$ cat config.mk
export PLATFORM = sky130hd
export DESIGN_NAME = lrwait_qnode_multi
export DESIGN_NICKNAME = d
export VERILOG_FILES = /design/src/rtl/lrwait_qnode_multi.sv
export SDC_FILE = /design/constraint.sdc
export NUM_CORES = 1
export LEC_CHECK = 0
export BUFFER_PORTS_ARGS = -buffer_cell sky130_fd_sc_hd__buf_2
export CORE_ASPECT_RATIO = 0.7
export CORE_MARGIN = 10
export CORE_UTILIZATION = 43
export CTS_CLUSTER_SIZE = 25
export DETAILED_ROUTE_END_ITERATION = 7
export GPL_TIMING_DRIVEN = 1
export PLACE_DENSITY = 0.79
export SLEW_MARGIN = 0
export SYNTH_ARGS = -nofsm -noshare
export SYNTH_HDL_FRONTEND = slang
export SYNTH_SLANG_ARGS = --single-unit
$ cat constraint.sdc
create_clock -name clk_i -period 3.8 [get_ports clk_i]
set_clock_uncertainty 0.2 [all_clocks]
set_input_delay 0.38 -clock clk_i [delete_from_list [all_inputs] [get_ports clk_i]]
set_output_delay 0.38 -clock clk_i [all_outputs]
set_load 0.01 [all_outputs]
$ cat src/rtl/lrwait_qnode_multi.sv
// Multi-reservation LRWait queue node between a Snitch TCDM port and the tile interconnect.
// Optional error detection is built when LRWAIT_QNODE_ERR_EN is defined.
module lrwait_qnode_multi #(
  parameter int unsigned NumSlots  = 2,
  parameter int unsigned AddrWidth = 32,
  parameter int unsigned DataWidth = 32,
  parameter int unsigned MetaWidth = 8,
  parameter int unsigned IdWidth   = 4
) (
  input  logic                 clk_i,
  input  logic                 rst_i,
  input  logic [AddrWidth-1:0] snitch_qaddr_i,
  input  logic                 snitch_qwrite_i,
  input  logic [3:0]           snitch_qamo_i,
  input  logic [DataWidth-1:0] snitch_qdata_i,
  input  logic [DataWidth-1:0] snitch_qstrb_i,
  input  logic [IdWidth-1:0]   snitch_qid_i,
  input  logic                 snitch_qvalid_i,
  output logic                 snitch_qready_o,
  output logic [DataWidth-1:0] snitch_pdata_o,
  output logic                 snitch_perror_o,
  output logic [IdWidth-1:0]   snitch_pid_o,
  output logic                 snitch_pvalid_o,
  input  logic                 snitch_pready_i,
  output logic [AddrWidth-1:0] tile_qaddr_o,
  output logic                 tile_qwrite_o,
  output logic [3:0]           tile_qamo_o,
  output logic [DataWidth-1:0] tile_qdata_o,
  output logic [DataWidth-1:0] tile_qstrb_o,
  output logic [IdWidth-1:0]   tile_qid_o,
  output logic                 tile_qlrwait_o,
  output logic                 tile_qvalid_o,
  input  logic                 tile_qready_i,
  input  logic [DataWidth-1:0] tile_pdata_i,
  input  logic                 tile_perror_i,
  input  logic [IdWidth-1:0]   tile_pid_i,
  input  logic                 tile_plrwait_i,
  input  logic                 tile_pvalid_i,
  output logic                 tile_pready_o,
  output logic                 error_o
);

  // Handshake: a transfer happens in the cycle where valid and ready are both high;
  // once valid is raised, the payload holds steady until that cycle.
  localparam logic [3:0] AmoLr = 4'hA;
  localparam logic [3:0] AmoSc = 4'hB;
  localparam int unsigned SlotIdxW = (NumSlots > 1) ? $clog2(NumSlots) : 1;

  typedef enum logic [2:0] {Idle, WaitLR, WaitSC, InQueue, SendWakeUp} slot_state_e;

  slot_state_e          state_q   [NumSlots];
  logic [AddrWidth-1:0] addr_q    [NumSlots];
  logic [IdWidth-1:0]   id_q      [NumSlots];
  logic [MetaWidth-1:0] meta_q    [NumSlots];
  logic [NumSlots-1:0]  sc_sent_q;
  logic                 inj_lock_q, stall_q;
  logic [SlotIdxW-1:0]  inj_idx_q;

  logic [NumSlots-1:0] addr_hit, sc_hit, id_hit, idle_vec, wake_vec;
  logic [NumSlots-1:0] alloc_sel, su_sel, wake_first;
  logic [SlotIdxW-1:0] wake_idx, inj_idx;
  logic lr_req, sc_req, lr_block, injecting;
  logic req_fire, lr_fire, sc_fire, su_fire, rsp_fire, inj_fire;

  function automatic logic [NumSlots-1:0] lowest(input logic [NumSlots-1:0] v);
    return v & (~v + NumSlots'(1));
  endfunction

  always_comb begin
    addr_hit = '0;
    sc_hit   = '0;
    id_hit   = '0;
    idle_vec = '0;
    wake_vec = '0;
    for (int i = 0; i < NumSlots; i++) begin
      idle_vec[i] = (state_q[i] == Idle);
      wake_vec[i] = (state_q[i] == SendWakeUp);
      addr_hit[i] = !idle_vec[i] && (addr_q[i] == snitch_qaddr_i);
      sc_hit[i]   = addr_hit[i] && (state_q[i] == WaitSC || state_q[i] == InQueue);
      id_hit[i]   = !idle_vec[i] && (id_q[i] == tile_pid_i);
    end
    alloc_sel  = lowest(idle_vec);
    su_sel     = lowest(id_hit);
    wake_first = lowest(wake_vec);
    wake_idx   = '0;
    for (int i = 0; i < NumSlots; i++) begin
      if (wake_first[i]) wake_idx = SlotIdxW'(i);
    end
  end

  assign lr_req    = (snitch_qamo_i == AmoLr);
  assign sc_req    = (snitch_qamo_i == AmoSc);
  assign lr_block  = lr_req && !(|addr_hit) && !(|idle_vec);
  // A locked WakeUp keeps its slot until accepted, even if a lower slot becomes ready.
  assign injecting = !rst_i && (inj_lock_q || ((|wake_vec) && !stall_q));
  assign inj_idx   = inj_lock_q ? inj_idx_q : wake_idx;

  assign snitch_qready_o = !rst_i && !injecting && !lr_block && tile_qready_i;
  assign req_fire  = snitch_qvalid_i && snitch_qready_o;
  assign lr_fire   = req_fire && lr_req;
  assign sc_fire   = req_fire && sc_req;
  assign su_fire   = tile_pvalid_i && tile_plrwait_i;
  assign rsp_fire  = tile_pvalid_i && !tile_plrwait_i && snitch_pready_i;
  assign inj_fire  = injecting && tile_qready_i;

  always_comb begin
    tile_qaddr_o   = snitch_qaddr_i;
    tile_qwrite_o  = snitch_qwrite_i;
    tile_qamo_o    = snitch_qamo_i;
    tile_qdata_o   = snitch_qdata_i;
    tile_qstrb_o   = snitch_qstrb_i;
    tile_qid_o     = snitch_qid_i;
    tile_qlrwait_o = 1'b0;
    tile_qvalid_o  = !rst_i && snitch_qvalid_i && !lr_block;
    if (injecting) begin
      tile_qaddr_o   = addr_q[inj_idx];
      tile_qwrite_o  = 1'b0;
      tile_qamo_o    = AmoLr;
      tile_qdata_o   = DataWidth'(meta_q[inj_idx]);
      tile_qid_o     = id_q[inj_idx];
      tile_qlrwait_o = 1'b1;
      tile_qvalid_o  = 1'b1;
    end
  end

  assign snitch_pdata_o  = tile_pdata_i;
  assign snitch_perror_o = tile_perror_i;
  assign snitch_pid_o    = tile_pid_i;
  assign snitch_pvalid_o = !rst_i && tile_pvalid_i && !tile_plrwait_i;
  assign tile_pready_o   = tile_plrwait_i ? 1'b1 : snitch_pready_i;

  always_ff @(posedge clk_i) begin
    if (rst_i) begin
      for (int i = 0; i < NumSlots; i++) begin
        state_q[i] <= Idle;
        addr_q[i]  <= '0;
        id_q[i]    <= '0;
        meta_q[i]  <= '0;
      end
      sc_sent_q  <= '0;
      inj_lock_q <= 1'b0;
      inj_idx_q  <= '0;
      stall_q    <= 1'b0;
    end else begin
      for (int i = 0; i < NumSlots; i++) begin
        // Nested LR or accepted SC retargets the slot to the newest core id.
        if (!idle_vec[i] && (lr_fire || sc_fire) && addr_hit[i]) id_q[i] <= snitch_qid_i;
        if (su_fire && su_sel[i] && state_q[i] != SendWakeUp) meta_q[i] <= tile_pdata_i[MetaWidth-1:0];
        case (state_q[i])
          Idle: if (lr_fire && !(|addr_hit) && alloc_sel[i]) begin
            addr_q[i]    <= snitch_qaddr_i;
            id_q[i]      <= snitch_qid_i;
            sc_sent_q[i] <= 1'b0;
            state_q[i]   <= WaitLR;
          end
          WaitLR: begin
            if (su_fire && su_sel[i]) state_q[i] <= InQueue;
            else if (rsp_fire && id_hit[i]) state_q[i] <= WaitSC;
          end
          WaitSC: begin
            if (su_fire && su_sel[i])
              state_q[i] <= (sc_sent_q[i] || (sc_fire && sc_hit[i])) ? SendWakeUp : InQueue;
            else if (sc_fire && sc_hit[i]) sc_sent_q[i] <= 1'b1;
            else if (sc_sent_q[i] && rsp_fire && id_hit[i]) state_q[i] <= Idle;
          end
          InQueue: if (sc_fire && sc_hit[i]) state_q[i] <= SendWakeUp;
          SendWakeUp: if (inj_fire && inj_idx == SlotIdxW'(i)) state_q[i] <= Idle;
          default: state_q[i] <= Idle;
        endcase
      end
      if (inj_fire) begin
        inj_lock_q <= 1'b0;
      end else if (injecting) begin
        inj_lock_q <= 1'b1;
        inj_idx_q  <= inj_idx;
      end
      stall_q <= snitch_qvalid_i && tile_qvalid_o && !tile_qready_i && !injecting;
    end
  end

`ifdef LRWAIT_QNODE_ERR_EN
  logic        err_q;
  logic [10:0] block_cnt_q;
  logic        lr_waiting;

  assign lr_waiting = snitch_qvalid_i && lr_block && !injecting;

  always_ff @(posedge clk_i) begin
    if (rst_i) begin
      err_q       <= 1'b0;
      block_cnt_q <= '0;
    end else begin
      if (lr_waiting) block_cnt_q <= (block_cnt_q == 11'd1024) ? block_cnt_q : block_cnt_q + 11'd1;
      else            block_cnt_q <= '0;
      // block_cnt_q counts earlier blocked cycles, so 1024 here means the 1025th in a row.
      if ((su_fire && !(|id_hit)) || (sc_fire && !(|addr_hit)) ||
          (lr_waiting && block_cnt_q == 11'd1024))
        err_q <= 1'b1;
    end
  end
  assign error_o = err_q;
`else
  assign error_o = 1'b0;
`endif

endmodule

==> flow_summary.json, run 1 <==
{
  "status": "finished, final reports clean",
  "ys_seq_area_share_pct": 45.1,
  "grtUsageMet2_pct": 24.3,
  "dpl_cell_area_um2": 7100,
  "grt_use_met3_pct": 8.50,
  "max_stage_delay_ns": 0.62,
  "crit_type": "flip-flop to output pin",
  "syn_inst": 635,
  "clk_latency_ns": 0.35,
  "ant_nets": 0,
  "synth_area_leaders": "edfxtp_1, xor2_1, buf_4",
  "most-common-layout-cells": "buf_2, edfxtp_1, and2_1, xor2_1, nand2_1",
  "cts_buffer_depth": 2,
  "setup_viol": 0,
  "synth_top_area_cell": "edfxtp_1",
  "viasPerCell": 5.26,
  "cts_sinks": 99,
  "swShare_pct": 28.1,
  "yosys.area.top_type_share_pct": 43.6,
  "num-fill-cells": 1335,
  "stdcell_area_um2": 7390,
  "core_um2": 14700,
  "nets": 890,
  "synth_area_um2": 6480,
  "synth_edf_count": 94,
  "crit_path_start_kind": "flip-flop",
  "finalMaxSlewViolations": 0,
  "hpwl_um": 13900,
  "syn2layout_area_growth_pct": 14.1,
  "grt-ovfl-total": 0,
  "post-cts-setup-buffer-count": 0,
  "ys_types": 49,
  "grt_max_degree": 70,
  "peakVddDrop_uv": 234,
  "busiest_layer": "met2",
  "rsz0062_at_grt": "false",
  "arrival_ns": 2.81,
  "powerDensity_nw_per_um2": 353,
  "yosysWarnings": 0,
  "die_y_um": 123,
  "cap_violations": 0,
  "numCtsBuffers": 9,
  "fin_crit_ns": 3.39,
  "avgRoutedWirePerCell_um": 19.0,
  "tightest_slew_ns": 0.723,
  "critical_path_peak_fanout": 69,
  "h-tree-depth": 3,
  "synth-async-reset-ratio_pct": 0,
  "ys_ff_latch": 99,
  "grt_usage_pct": 16.6,
  "ios": 297,
  "clock-root-buffer": "clkbuf_16",
  "antennaDiodeCount": 0,
  "cts_tree": "yes",
  "ctsResizeCount": 0,
  "cp-end-kind": "output pin",
  "grt_first_pass_wirelength_um": 27300,
  "holdBufCountCts": 0,
  "slew-limit-headroom_pct": 51.8,
  "vias": 4948,
  "hold_path.class": "primary input to flip-flop",
  "drc": 0,
  "grt_antenna_before_repair": 2,
  "pwr-share-seq_pct": 48.3,
  "grt_pass1_vias": 4955,
  "fmax_mhz": 295,
  "crit_chain": "nor4b_1 > nor3_1 > or2_4 > buf_4 > o21ai_0 > buf_2",
  "std_cell_rows": 37,
  "required_ns": 3.22,
  "p_int_mw": 1.88,
  "avgSynthCellArea_um2": 10.2,
  "final-hold-violation-count": 0,
  "drt-initial-drc-count": 423,
  "leakagePower_nw": 3.10,
  "pwr-share-comb_pct": 17.5,
  "power_switching_mw": 0.734,
  "fin_setup_tns_ns": 0,
  "layout_commonest_cell": "buf_2",
  "drive_gt1_share_pct": 29.4,
  "routed_wl_um": 17900,
  "start_util_pct": 44.0,
  "cp_slowest_cell": "nor4b_1",
  "die_area_um2": 20500,
  "path_clk_slew_ns": 0.07,
  "portBuffers": 181,
  "post-route-period-util_pct": 89.3,
  "die_x_um": 167,
  "gp_congestion": 0.954,
  "syn-num-nets": 784,
  "power.clock.fraction_pct": 34.3,
  "synth_ff_type": "edfxtp_1",
  "grtUsageMet1_pct": 21.6,
  "drtPass1Iterations": 6
}
worst max-delay path, delay by kind of cell, from the launching register on:
| family | cells | cell delay, ns |
|---|---|---|
| AO/OA/AOI/OAI | 1 | 0.21 |
| AND/OR/NAND/NOR | 3 | 1.26 |
| buffers and inverters | 2 | 0.47 |
| flip-flops | 1 | 0.51 |
Yosys cell counts, types with 2 or more instances:
cell and instances:
a211oi_1 2, a21boi_0 4, a21o_1 3, a21oi_1 7, a22o_1 2, and2_1 74, and3_1 2, buf_2 8
buf_4 70, clkbuf_1 17, dfxtp_1 5, edfxtp_1 94, inv_1 4, mux2i_1 45, nand2_1 64, nand2b_1 9
nand3_1 11, nand3b_1 2, nand4_1 2, nor2_1 19, nor2b_1 3, nor3_1 9, nor3b_1 4, nor4_1 19
nor4_4 2, nor4b_1 2, nor4b_2 3, o211ai_1 2, o21ai_0 49, o21bai_1 3, or2_2 2, or3_1 5
or4_4 2, xnor2_1 4, xor2_1 68
final timing paths:
path / from / end / slack [ns] / cells past startpoint
setup / recovery: state_q[1][1] / tile_qaddr_o[5] / 0.41 / 6
hold / removal: tile_qready_i / stall_q / 0.09 / 2
setup reg to reg: addr_q[0][19] / addr_q[1][31] / 0.62 / 8
hold reg to reg: inj_idx_q / inj_idx_q / 0.32 / 2
routing by layer:
layer / vias to the layer above / share of wire, %
met1: 2274 / 44
met2: 273 / 44
li1: 2377 / -
met4: 2 / 0.74
met5: - / 0.084
met3: 22 / 12
area by class of cell:
class / instances / area (µm²) / area share (%)
Sequential cell: 99 / 2920 / 39.5
Timing Repair Buffer: 190 / 986 / 13.3
Clock inverter: 7 / 70.1 / 0.948
Clock buffer: 9 / 225 / 3.05
Tap cell: 195 / 244 / 3.30
Multi-Input combinational cell: 437 / 2930 / 39.6
Inverter: 4 / 15.0 / 0.203
flip-flops by register name, indices dropped and copies added, names as in the netlist:
signal / count
state_q: 6
sc_sent_q: 2
id_q: 8
inj_lock_q: 1
addr_q: 64
stall_q: 1
inj_idx_q: 1
meta_q: 16
cells by family after synthesis:
family | Yosys count | synth area share (%)
xor+xnor | 72 | 9.73
compound gates | 81 | 7.47
flops | 99 | 45.1
simple gates | 238 | 20.7
mux | 45 | 6.95
other cells | 1 | 0.0579
buf+inv | 99 | 9.95
stage by stage:
step | util [%] | hold WS [ns] | std cells | total power, mW | setup WS (ns)
after floorplan | - | 0.256 | 635 | 1.59 | 0.124
after global placement | 48.2 | 0.300 | 925 | 1.74 | 0.737
after detailed placement | 48.2 | 0.313 | 925 | 1.74 | 0.652
after CTS | 50.2 | 0.0757 | 941 | 2.64 | 0.464
after global routing | 50.2 | 0.0933 | 941 | 2.73 | 0.230
final | 50.2 | 0.0896 | 941 | 2.61 | 0.408
power groups by stage:
stage          registers [mW]  clock network (mW)  logic [mW]
6_report                 1.26               0.896       0.457
5_1_grt                  1.27               0.963       0.504
4_1_cts                  1.26               0.914       0.462
3_5_place_dp             1.28                   0       0.459
3_3_place_gp             1.28                   0       0.456
2_1_floorplan            1.27                   0       0.320
No activity file was read; power rests on OpenSTA's default activity.
==> run 2, diff against run 1 <==
Settings changed: BUFFER_PORTS_ARGS -buffer_cell sky130_fd_sc_hd__buf_2 to not set, CORE_UTILIZATION 43 to 40, DONT_BUFFER_PORTS set to 1, PLACE_DENSITY 0.79 to 0.58.
==> run 2 against run 1 <==
Compared with the run above: flip-flop and latch count unchanged; first-iteration DRC count decreased by 42%; worst setup slack got worse by 0.076 ns; critical path type unchanged; largest cell class unchanged; wire length decreased by 4.8%; die area increased by 6.4%; count of clock-buffer cells in the layout unchanged; sequential share of layout area increased by 5.0 points; via count decreased by 14%; global-route usage decreased by 1.5 points.
==> flow_summary.json, run 2 (synthesized netlist as in run 1, its figures left out) <==
{
  "syn2layout_area_growth_pct": 1.31,
  "cap_violations": 0,
  "swShare_pct": 26.1,
  "critPathTopFamily": "simple AND/OR/NAND/NOR gates",
  "top_register": "addr_q",
  "max_stage_delay_ns": 0.71,
  "start_util_pct": 41.3,
  "fin_crit_ns": 3.47,
  "setup_viol": 0,
  "status": "finished, final reports clean",
  "peakVddDrop_uv": 196,
  "largest_reg_flops": 64,
  "crit_type": "flip-flop to output pin",
  "power_switching_mw": 0.653,
  "most-common-layout-cells": "edfxtp_1, and2_1, xor2_1, nand2_1, o21ai_0",
  "grt_max_degree": 92,
  "p_int_mw": 1.85,
  "clk_latency_ns": 0.35,
  "power.clock.fraction_pct": 37.0,
  "clock-root-buffer": "clkbuf_16",
  "routed_wl_um": 17100,
  "num-fill-cells": 1484,
  "leakagePower_nw": 2.41,
  "grt-ovfl-total": 0,
  "fin_ws_ns": 0.332,
  "route.met3.wl_um": 1490,
  "final-hold-violation-count": 0,
  "pwr-share-comb_pct": 12.7,
  "crit_path_start_kind": "flip-flop",
  "gp_congestion": 0.835,
  "tightest_slew_ns": 0.815,
  "hpwl_um": 13100,
  "top_regs": "addr_q (64), meta_q (16), id_q (8)",
  "layout_commonest_cell": "edfxtp_1",
  "vias": 4267,
  "grt_pass1_vias": 4364,
  "post-route-period-util_pct": 91.3,
  "crit_buf_inv": 1,
  "powerDensity_nw_per_um2": 382,
  "top_layer": "met4",
  "numCtsBuffers": 9,
  "drtPass1Iterations": 4,
  "crit_chain": "nor4b_1 > nor3_1 > or2_4 > buf_4 > and2_1",
  "viasPerCell": 5.51,
  "core_um2": 15700,
  "fin_setup_tns_ns": 0,
  "die_y_um": 126,
  "required_ns": 3.22,
  "grt_antenna_before_repair": 0,
  "final_util_pct": 41.8,
  "cts_buffer_depth": 2,
  "hold_path.class": "primary input to flip-flop",
  "pwr-share-seq_pct": 50.3,
  "die_area_um2": 21800,
  "ios": 297,
  "h-tree-depth": 3,
  "place_ws_ns": 0.598,
  "rsz0062_at_grt": "false",
  "cp-end-kind": "output pin",
  "portBuffers": 0,
  "cts_tree": "yes",
  "drt-initial-drc-count": 245,
  "cp_slowest_cell": "or2_4",
  "grt_usage_pct": 15.0,
  "avgRoutedWirePerCell_um": 22.0,
  "ant_nets": 0,
  "antennaDiodeCount": 0,
  "wl_met1_um": 7790,
  "multi_input_area_um2": 2950,
  "critical_path_peak_fanout": 91,
  "cts_sinks": 99,
  "slew-limit-headroom_pct": 45.7,
  "nets": 718,
  "wl_met2_um": 7570,
  "std_cell_rows": 38,
  "fmax_mhz": 288,
  "die_x_um": 172,
  "arrival_ns": 2.89,
  "finalMaxSlewViolations": 0,
  "drc": 0,
  "grt_first_pass_wirelength_um": 25700,
  "register_area_um2": 2920,
  "drive_gt1_share_pct": 7.49,
  "path_clk_slew_ns": 0.07
}
[run 2: worst paths after layout]
path	startpoint	endpoint	slack [ns]	cells past startpoint
min reg2reg	inj_idx_q	inj_idx_q	0.32	2
max reg2reg	state_q[0][0]	id_q[0][3]	0.60	7
min	tile_qready_i	inj_idx_q	0.01	2
max	state_q[0][2]	tile_qdata_o[11]	0.33	5
[run 2: metal layers]
metal  up-vias  track usage (%)
met5         -                0
met4         0             3.44
met3        34             5.21
met2       162             22.7
met1      2036             20.3
li1       2035                -
[run 2: stage by stage]
stage | instance area [µm²] | power [mW] | hold WS (ns) | std cells
finish | 6560 | 2.51 | 0.0123 | 774
CTS | 6560 | 2.52 | 0.00196 | 774
detailed placement | 6260 | 1.61 | 0.263 | 757
global route | 6560 | 2.60 | 0.0287 | 774
global placement | 6260 | 1.61 | 0.259 | 757
floorplan | 6480 | 1.59 | 0.256 | 635
[run 2: what timing repair did]
item                      CTS  global route
buffers inserted            0             0
hold endpoints to repair    2             0
resized for setup           0             0
hold buffers                1             0
[run 2: area by class of cell]
type	count	area share, %
timing repair buffer	18	2.10
clock inverter	7	1.01
tap	200	3.81
clock buffer	9	3.43
multi-input combinational	437	44.9
inverter	4	0.229
sequential	99	44.5
[run 2: power groups by stage]
stage          registers [mW]  logic, mW  clock network, mW
6_report                 1.26      0.318              0.926
5_1_grt                  1.27      0.353              0.982
4_1_cts                  1.26      0.325              0.937
3_5_place_dp             1.28      0.323                  0
3_3_place_gp             1.28      0.323                  0
2_1_floorplan            1.27      0.320                  0
==> run 3, diff against run 2 <==
Settings changed: ABC_AREA set to 1.
==> run 3 against run 2 <==
Compared with the run above: synthesized area is 8.0% higher; cell count is 51% higher; worst hold slack hardly changed; first-iteration DRC count is 100% higher; combinational power is 66% higher; non-clock buffer count is 64 higher; critical path type unchanged; largest power group unchanged.
==> flow_summary.json, run 3 <==
{
  "status": "finished, final reports clean",
  "syn_inst": 933,
  "pwr-share-seq_pct": 44.9,
  "powerDensity_nw_per_um2": 367,
  "drive_gt1_share_pct": 13.3,
  "grt_max_degree": 54,
  "crit_type": "flip-flop to output pin",
  "post-cts-setup-buffer-count": 0,
  "grt_pass1_vias": 5641,
  "ios": 297,
  "hold_ws_ns": 0.0124,
  "yosysWarnings": 0,
  "synth_top_area_cell": "edfxtp_1",
  "synth_area_um2": 6990,
  "ys_types": 38,
  "syn2layout_area_growth_pct": 8.82,
  "cap_violations": 0,
  "rsz0062_at_grt": "false",
  "final-hold-violation-count": 0,
  "arrival_ns": 2.68,
  "hold_path.class": "primary input to flip-flop",
  "ys_ff_latch": 99,
  "p_int_mw": 2.01,
  "gp_congestion": 0.913,
  "most-common-layout-cells": "nor2_1, nand2_1, inv_1, edfxtp_1",
  "h-tree-depth": 3,
  "top_register": "addr_q",
  "clock-root-buffer": "clkbuf_16",
  "vias": 5935,
  "die_y_um": 131,
  "drt-initial-drc-count": 495,
  "hpwl_um": 16600,
  "cts_tree": "yes",
  "grt_usage_pct": 18.0,
  "top_regs": "addr_q (64), meta_q (16), id_q (8)",
  "power.clock.fraction_pct": 36.2,
  "numCtsBuffers": 9,
  "std_cell_rows": 40,
  "synth_ff_type": "edfxtp_1",
  "largest_reg_flops": 64,
  "start_util_pct": 40.7,
  "dpl_cell_area_um2": 7230,
  "yosysMostFrequentCell": "nor2_1",
  "layout_commonest_cell": "nor2_1",
  "tightest_slew_ns": 0.843,
  "final_util_pct": 44.3,
  "peakVddDrop_uv": 210,
  "die_area_um2": 23300,
  "avgSynthCellArea_um2": 7.50,
  "core_um2": 17200,
  "portBuffers": 0,
  "antennaDiodeCount": 0,
  "fin_crit_ns": 3.26,
  "required_ns": 3.22,
  "grt_first_pass_wirelength_um": 32100,
  "cp-end-kind": "output pin",
  "post-route-period-util_pct": 85.7,
  "die_x_um": 178,
  "power_mw": 2.79,
  "yosys-top-cells-count": "nor2_1, nand2_1, inv_1",
  "crit_path_start_kind": "flip-flop",
  "num-fill-cells": 1765,
  "setup_viol": 0,
  "grt-ovfl-total": 0,
  "slew-limit-headroom_pct": 43.2,
  "stdcell_area_um2": 7610,
  "clk_latency_ns": 0.36,
  "holdBufCountCts": 6,
  "cts_sinks": 99,
  "synth_edf_count": 94,
  "leakagePower_nw": 3.48,
  "yosys.area.top_type_share_pct": 40.4,
  "power_switching_mw": 0.781,
  "syn-num-nets": 1082,
  "critical_path_peak_fanout": 26,
  "synth-async-reset-ratio_pct": 0,
  "ctsResizeCount": 0,
  "nets": 1078,
  "cts_buffer_depth": 2,
  "ys_seq_area_share_pct": 41.8,
  "synth_area_leaders": "edfxtp_1, nor2_1, nand2_1",
  "drtPass1Iterations": 5,
  "finalMaxSlewViolations": 0,
  "path_clk_slew_ns": 0.07,
  "fmax_mhz": 307,
  "routed_wl_um": 21500,
  "swShare_pct": 28.0,
  "grt_antenna_before_repair": 0,
  "pwr-share-comb_pct": 18.9,
  "avgRoutedWirePerCell_um": 18.5,
  "ant_nets": 0,
  "viasPerCell": 5.09,
  "drc": 0,
  "fin_setup_tns_ns": 0
}
run 3: final cells by class:
type,count,area [µm²],area share (%)
flip-flops and latches,99,2920,38.4
clock inverters,6,96.3,1.27
clock buffers,10,229,3.01
inverters,150,563,7.40
repair buffers,82,643,8.45
multi-input cells,587,2870,37.7
well taps,231,289,3.80
run 3: final timing paths:
check,to,depth (start not counted),startpoint,slack (ns)
hold reg to reg,inj_idx_q,2,inj_idx_q,0.30
setup reg to reg,id_q[0][1],13,addr_q[1][30],0.63
hold / removal,id_q[1][1],2,snitch_qid_i[1],0.01
setup / recovery,tile_qid_o[1],11,state_q[1][1],0.54
run 3: cells by family after synthesis:
logic type	synth area share [%]
compound gates	10.1
xor+xnor	5.89
buf+inv	17.2
flops	41.8
other cells	0.0536
simple gates	24.9
run 3: stage by stage:
| stage | setup WS [ns] | instances |
|---|---|---|
| floorplan | 1.02 | 933 |
| global placement | 0.575 | 1143 |
| detailed placement | 0.683 | 1143 |
| CTS | 0.548 | 1165 |
| global route | 0.290 | 1165 |
| finish | 0.542 | 1165 |
run 3: metal layers:
metal | up-vias | wire (µm) | share of wire (%) | track usage [%]
met2 | 288 | 8420 | 39 | 23.8
met5 | - | 0 | 0 | 0
met3 | 33 | 2640 | 12 | 7.91
li1 | 2906 | - | - | -
met4 | 0 | 324 | 1.5 | 4.99
met1 | 2708 | 10200 | 47 | 25.7
run 3: power groups by stage:
stage,clock (mW),combinational (mW),sequential (mW)
finish,1.01,0.527,1.25
detailed placement,0,0.520,1.28
global placement,0,0.520,1.28
CTS,1.03,0.529,1.25
floorplan,0,0.387,1.27
global route,1.08,0.583,1.26
run 3: critical path, stage by stage (launching register included):
cell and delay (ns):
edfxtp_1 0.42, nor2_2 0.17, inv_1 0.06, nor2_2 0.21, o21ai_1 0.11, nand2_1 0.10, nand2_1 0.08, inv_2 0.35
buf_4 0.37, o21ai_0 0.15, o22ai_1 0.14, buf_4 0.15
